==> src/rtl/exe_mem_stage_pkg.sv <==
// Shared CPU types for the EXE->MEM boundary: exception codes,
// the per-instruction bundle and the stage occupancy states.
package exe_mem_stage_pkg;

    localparam logic [4:0] EXC_INT  = 5'h00;
    localparam logic [4:0] EXC_ADEL = 5'h04;
    localparam logic [4:0] EXC_ADES = 5'h05;
    localparam logic [4:0] EXC_SYS  = 5'h08;
    localparam logic [4:0] EXC_BP   = 5'h09;
    localparam logic [4:0] EXC_RI   = 5'h0A;
    localparam logic [4:0] EXC_OV   = 5'h0C;

    typedef struct packed {
        logic [31:0] alu_out;
        logic [31:0] pc;
        logic [4:0]  dst;
        logic        reg_wr;
        logic        exc_valid;
        logic [4:0]  exc_code;
        logic        in_delay_slot;
    } exe_mem_t;

    typedef enum logic [1:0] {
        EMPTY = 2'd0,
        BUSY  = 2'd1,
        FULL  = 2'd2
    } stage_state_e;

endpackage

==> src/rtl/exe_mem_stage_skid_buf.sv <==
// Two-entry exe_mem_t skid buffer: output register plus one skid
// register, registered in_ready, flush empties both entries.
module exe_skid_buf
    import exe_mem_stage_pkg::*;
(
    input  logic     clk,
    input  logic     resetn,
    input  logic     flush,
    input  logic     in_valid,
    output logic     in_ready,
    input  exe_mem_t in_data,
    output logic     out_valid,
    input  logic     out_ready,
    output exe_mem_t out_data,
    output logic     skid_valid,
    output exe_mem_t skid_data
);

    stage_state_e state_q, state_d;
    exe_mem_t     out_q, out_d;
    exe_mem_t     skid_q, skid_d;
    logic         ready_q, ready_d;
    logic         valid_q, valid_d;
    logic         acc, deq;

    assign acc = in_valid & ready_q;
    assign deq = valid_q & out_ready;

    always_ff @(posedge clk) begin
        if (!resetn) begin
            state_q <= EMPTY;
            out_q   <= '0;
            skid_q  <= '0;
            ready_q <= 1'b0;
            valid_q <= 1'b0;
        end else begin
            state_q <= state_d;
            out_q   <= out_d;
            skid_q  <= skid_d;
            ready_q <= ready_d;
            valid_q <= valid_d;
        end
    end

    always_comb begin
        state_d = state_q;
        if (flush) begin
            state_d = EMPTY;
        end else begin
            case (state_q)
                EMPTY: if (acc) state_d = BUSY;
                BUSY: begin
                    if (acc && !deq)      state_d = FULL;
                    else if (deq && !acc) state_d = EMPTY;
                end
                FULL: if (deq) state_d = BUSY;
                default: state_d = EMPTY;
            endcase
        end
    end

    // Data moves only when no flush; a flushed entry is never captured.
    always_comb begin
        out_d   = out_q;
        skid_d  = skid_q;
        ready_d = (state_d != FULL);
        valid_d = (state_d != EMPTY);
        if (!flush) begin
            case (state_q)
                EMPTY: if (acc) out_d = in_data;
                BUSY: begin
                    if (acc && deq) out_d = in_data;
                    else if (acc)   skid_d = in_data;
                end
                FULL: if (deq) out_d = skid_q;
                default: ;
            endcase
        end
    end

    assign in_ready   = ready_q;
    assign out_valid  = valid_q;
    assign out_data   = out_q;
    assign skid_valid = (state_q == FULL);
    assign skid_data  = skid_q;

endmodule

==> src/rtl/exe_mem_stage.sv <==
// EXE->MEM stage: exception fold, skid-buffered handshake, forwarding.
// Define EXE_OVF_TRAP_EN to turn ALU overflow into an Ov exception.
module exe_mem_stage
    import exe_mem_stage_pkg::*;
(
    input  logic        clk,
    input  logic        resetn,
    input  logic        exe_valid,
    output logic        exe_ready,
    input  logic [31:0] EXE_ALUOut,
    input  logic        Overflow_valid,
    input  logic [31:0] EXE_PC,
    input  logic [4:0]  EXE_Dst,
    input  logic        EXE_RegWr,
    input  logic        EXE_ExcValid,
    input  logic [4:0]  EXE_ExcCode,
    input  logic        EXE_IsInDelaySlot,
    input  logic        flush,
    output logic        mem_valid,
    input  logic        mem_ready,
    output logic [31:0] MEM_ALUOut,
    output logic [31:0] MEM_PC,
    output logic [4:0]  MEM_Dst,
    output logic        MEM_RegWr,
    output logic        MEM_ExcValid,
    output logic [4:0]  MEM_ExcCode,
    output logic        MEM_IsInDelaySlot,
    input  logic [4:0]  fwd_rs,
    output logic        fwd_hit,
    output logic [31:0] fwd_data
);

    exe_mem_t in_ent, out_ent, skid_ent;
    logic     out_vld, skid_vld;
    logic     out_match, skid_match;

    // An older exception keeps its cause and always suppresses the write.
    always_comb begin
        in_ent.alu_out       = EXE_ALUOut;
        in_ent.pc            = EXE_PC;
        in_ent.dst           = EXE_Dst;
        in_ent.reg_wr        = EXE_RegWr;
        in_ent.exc_valid     = EXE_ExcValid;
        in_ent.exc_code      = EXE_ExcCode;
        in_ent.in_delay_slot = EXE_IsInDelaySlot;
        if (EXE_ExcValid) begin
            in_ent.reg_wr = 1'b0;
        end
`ifdef EXE_OVF_TRAP_EN
        else if (Overflow_valid) begin
            in_ent.exc_valid = 1'b1;
            in_ent.exc_code  = EXC_OV;
            in_ent.reg_wr    = 1'b0;
        end
`endif
    end

`ifndef EXE_OVF_TRAP_EN
    logic ovf_unused;
    assign ovf_unused = Overflow_valid;
`endif

    exe_skid_buf u_buf (
        .clk        (clk),
        .resetn     (resetn),
        .flush      (flush),
        .in_valid   (exe_valid),
        .in_ready   (exe_ready),
        .in_data    (in_ent),
        .out_valid  (out_vld),
        .out_ready  (mem_ready),
        .out_data   (out_ent),
        .skid_valid (skid_vld),
        .skid_data  (skid_ent)
    );

    assign mem_valid         = out_vld;
    assign MEM_ALUOut        = out_ent.alu_out;
    assign MEM_PC            = out_ent.pc;
    assign MEM_Dst           = out_ent.dst;
    assign MEM_RegWr         = out_ent.reg_wr;
    assign MEM_ExcValid      = out_ent.exc_valid;
    assign MEM_ExcCode       = out_ent.exc_code;
    assign MEM_IsInDelaySlot = out_ent.in_delay_slot;

    assign out_match = out_vld && out_ent.reg_wr && !out_ent.exc_valid
                    && (out_ent.dst == fwd_rs) && (fwd_rs != 5'd0);
    assign skid_match = skid_vld && skid_ent.reg_wr && !skid_ent.exc_valid
                     && (skid_ent.dst == fwd_rs) && (fwd_rs != 5'd0);

    // The skid entry is younger, so its value is the architecturally newest.
    always_comb begin
        fwd_hit  = 1'b0;
        fwd_data = 32'd0;
        if (skid_match) begin
            fwd_hit  = 1'b1;
            fwd_data = skid_ent.alu_out;
        end else if (out_match) begin
            fwd_hit  = 1'b1;
            fwd_data = out_ent.alu_out;
        end
    end

endmodule

==> config.mk <==
export PLATFORM = sky130hd
export DESIGN_NAME = exe_mem_stage
export DESIGN_NICKNAME = d
export VERILOG_FILES = /design/src/rtl/exe_mem_stage_pkg.sv /design/src/rtl/exe_mem_stage_skid_buf.sv /design/src/rtl/exe_mem_stage.sv
export SDC_FILE = /design/constraint.sdc
export NUM_CORES = 1
export LEC_CHECK = 0
export BUFFER_PORTS_ARGS = -buffer_cell sky130_fd_sc_hd__buf_2
export CAP_MARGIN = 20
export CORE_ASPECT_RATIO = 0.75
export CORE_MARGIN = 5
export CORE_UTILIZATION = 50
export CTS_BUF_LIST = sky130_fd_sc_hd__clkbuf_16
export CTS_CLUSTER_DIAMETER = 80
export DETAILED_ROUTE_END_ITERATION = 8
export PLACE_DENSITY = 0.9
export SYNTH_ARGS = -nofsm -noshare
export SYNTH_HDL_FRONTEND = slang
export SYNTH_HIERARCHICAL = 1
export SYNTH_SLANG_ARGS = --single-unit
==> constraint.sdc <==
create_clock -name clk -period 7.2 [get_ports clk]
set_clock_uncertainty 0.05 [all_clocks]
set_input_delay 0.72 -clock clk [delete_from_list [all_inputs] [get_ports clk]]
set_output_delay 0.72 -clock clk [all_outputs]
set_load 0.01 [all_outputs]
==> results.txt <==
clk slew on worst S/H paths = 60 ps
Slew @ Worst Pin = 969 ps
uppermost layer routed = met4
Detailed Route WL = 19200 um
max-cap violations = 0
first-pass GRT wire length = 30600 um
vias per cell = 5.54
worst hold path class = flop to flop
CP max stage delay = 300 ps
WP data arrival = 2480 ps
CORE AREA = 13500 um^2
compound-cell area share of the yosys netlist = 20.4%
antenna viol nets, final = 0
GRT Total Usage = 23.1%
most frequent cells in the layout = nand2_1, buf_2, dfxtp_1
GRT overflow = 0
synth warn = 6
Post-DP Area = 7760 um^2
end of the critical path = fwd_data[4]
reg2reg end = u_buf/out_data[8]$_SDFFE_PN0P_
share of post-route cells with drive strength above 1 = 23.6%
number of global-route vias before repair = 6326
root buffer cell = clkbuf_16
Final Hold Viols = 0
cells after synthesis = 890
WL met3 = 1870 um
Syn Area/Cell = 7.65 um^2
critical path cell sequence = buf_2 > xor2_1 > nor4_4 > buf_4 > and2_1 > buf_4 > o21ai_0 > buf_2
die height = 111 um
Crit Path Class = input pin to output port
Hold Buf Count CTS = 0
TritonRoute pass-1 iters = 6
Mapped Area = 6810 um^2
fmax = 308 MHz
Synth Area in Adders = 0%
fin crit period = 3250 ps
Startpoint Class = input pin
Clock Sinks = 158
Async S/R FF share, synth = 0%
I/O Buffers = 198
Post-Synth XOR/XNOR Area = 1.41%
Slew HR = 35.4%
vias = 6797
Critical Path End Type = output port
CTS resizes = 0
crit path launch = fwd_rs[3]
max-slew violations = 0
#FFs+latches synth = 158
largest family of logic cells by synthesized area = simple AND/OR/NAND/NOR gates
top_reg_cell synth = dfxtp_1
Syn Nets = 978
Tot Pwr = 1970 uW
flop-to-flop setup slack = 4440 ps
largest net degree at the start of global routing = 91
DP HPWL = 12200 um
number of failing setup endpoints in the final timing report = 0
Worst EP required = 6430 ps
post-DR wirelength/cell = 15.7 um
Post-synth EDFFs = 0
RSZ-0062 raised after global routing = false
IO Count = 200
status = complete, no violations
worst vdd ir = 0.166 mV
# diodes = 0
deepest clock path buffer count = 2
hold depth = 2
area grow syn2layout = 22.4%
Starting Density = 50.4%
Setup Fix Bufs, Post-CTS = 0
post-synthesis mux area share = 0%
WL met1 = 7950 um
fin area = 8340 um^2
H-tree Lvls = 4
placer congestion estimate = 0.822
row count = 37
initial antenna violation count = 0
Die Wd = 145 um
Net count, final = 1128
post-route clock period utilization = 45.1%
sequential-to-total area share from yosys stat = 46.4%
slowest stage cell, crit path = buf_4
DR iter-0 viols = 522
Leakage = 0.00340 uW
Setup TNS Final = 0 ps
most common cell after layout, fill and taps aside = nand2_1
met2 WL post-DR = 9170 um
clk_lat worst skew = 400 ps
FF-to-FF path depth = 6
synth unique cells = 35
DR DRC count = 0
RR Startpoint = u_buf/state_q[1]$_SDFF_PN0_
post-synthesis simple-gate area fraction = 26.0%
Die ar. = 16100 um^2
Worst Path Max Fanout = 33
Power Dens Cells = 236 nW/um^2
CTS tree = built
clock buffer count from CTS = 17
[cells by family (layout without fill, tap and decap cells)]
group,Yosys count,in the layout
flops,158,158
xor+xnor,11,11
simple gates,440,440
compound gates,199,199
buf+inv,82,243
[where the power goes]
group	switching (uW)	total [uW]	internal, uW
combinational	99.2	165	65.9
sequential	19.2	922	903
clock	341	880	539
[metrics by stage]
| step | utilization [%] | setup WS, ps | hold slack [ps] | std cells |
|---|---|---|---|---|
| 2_1_floorplan | - | 4320 | 387 | 890 |
| 4_1_cts | 61.7 | 3930 | 405 | 1226 |
| 6_report | 61.7 | 3950 | 404 | 1226 |
| 3_5_place_dp | 57.4 | 3930 | 397 | 1196 |
| 3_3_place_gp | 57.4 | 3950 | 392 | 1196 |
| 5_1_grt | 61.7 | 3810 | 421 | 1226 |
[metal layers]
metal | global-route usage (%) | up-vias
met4 | 6.34 | 0
met5 | 0 | -
met1 | 29.7 | 3176
met2 | 37.6 | 266
li1 | - | 3339
met3 | 6.77 | 16
[synthesized netlist by cell type, types with 2 or more instances]
library cell,n,share of area [%]
nand2b_1,3,0.28
dfxtp_1,158,46
a22o_1,15,1.9
buf_6,2,0.33
nand3_1,34,2.5
a311oi_1,77,9.9
o21a_1,2,0.22
buf_4,12,1.3
a21oi_1,80,5.9
clkbuf_1,46,2.5
o21ai_0,16,1.2
buf_2,18,1.3
nand2_1,311,17
nand3b_1,3,0.33
nor2b_1,2,0.18
a211oi_2,3,0.55
inv_1,2,0.11
xnor2_1,5,0.64
xor2_1,6,0.77
nor2_1,79,4.4
nor4_4,2,0.62
[sequential cells by signal, indices dropped and copies added (netlist names)]
signal / count
u_buf/skid_data: 77
u_buf/in_ready: 1
u_buf/out_data: 77
u_buf/out_valid: 1
u_buf/state_q: 2
[critical path, delay by kind of cell]
kind            cells  cell delay, ps
compound gates      1             210
xor+xnor            1             190
buf+inv             4             900
simple gates        2             430
[how the worst min path moves through the flow]
stage | startpoint | end
detailed placement | u_buf/skid_data[15]$_SDFFE_PN0P_ | u_buf/skid_data[15]$_SDFFE_PN0P_
finish | u_buf/skid_data[1]$_SDFFE_PN0P_ | u_buf/skid_data[1]$_SDFFE_PN0P_
global route | u_buf/skid_data[44]$_SDFFE_PN0P_ | u_buf/skid_data[44]$_SDFFE_PN0P_
CTS | u_buf/skid_data[4]$_SDFFE_PN0P_ | u_buf/skid_data[4]$_SDFFE_PN0P_
floorplan | u_buf/skid_data[0]$_SDFFE_PN0P_ | u_buf/skid_data[0]$_SDFFE_PN0P_
global placement | u_buf/skid_data[21]$_SDFFE_PN0P_ | u_buf/skid_data[21]$_SDFFE_PN0P_
[layout make-up]
cell class | instances | area (um^2)
tap | 175 | 219
clock buffer | 17 | 425
timing repair buffer | 210 | 1080
clock inverter | 13 | 151
sequential | 158 | 3160
inverter | 3 | 13.8
multi-input combinational | 650 | 3290
fill | 1229 | 5180
No activity file was read; power rests on OpenSTA's default activity.
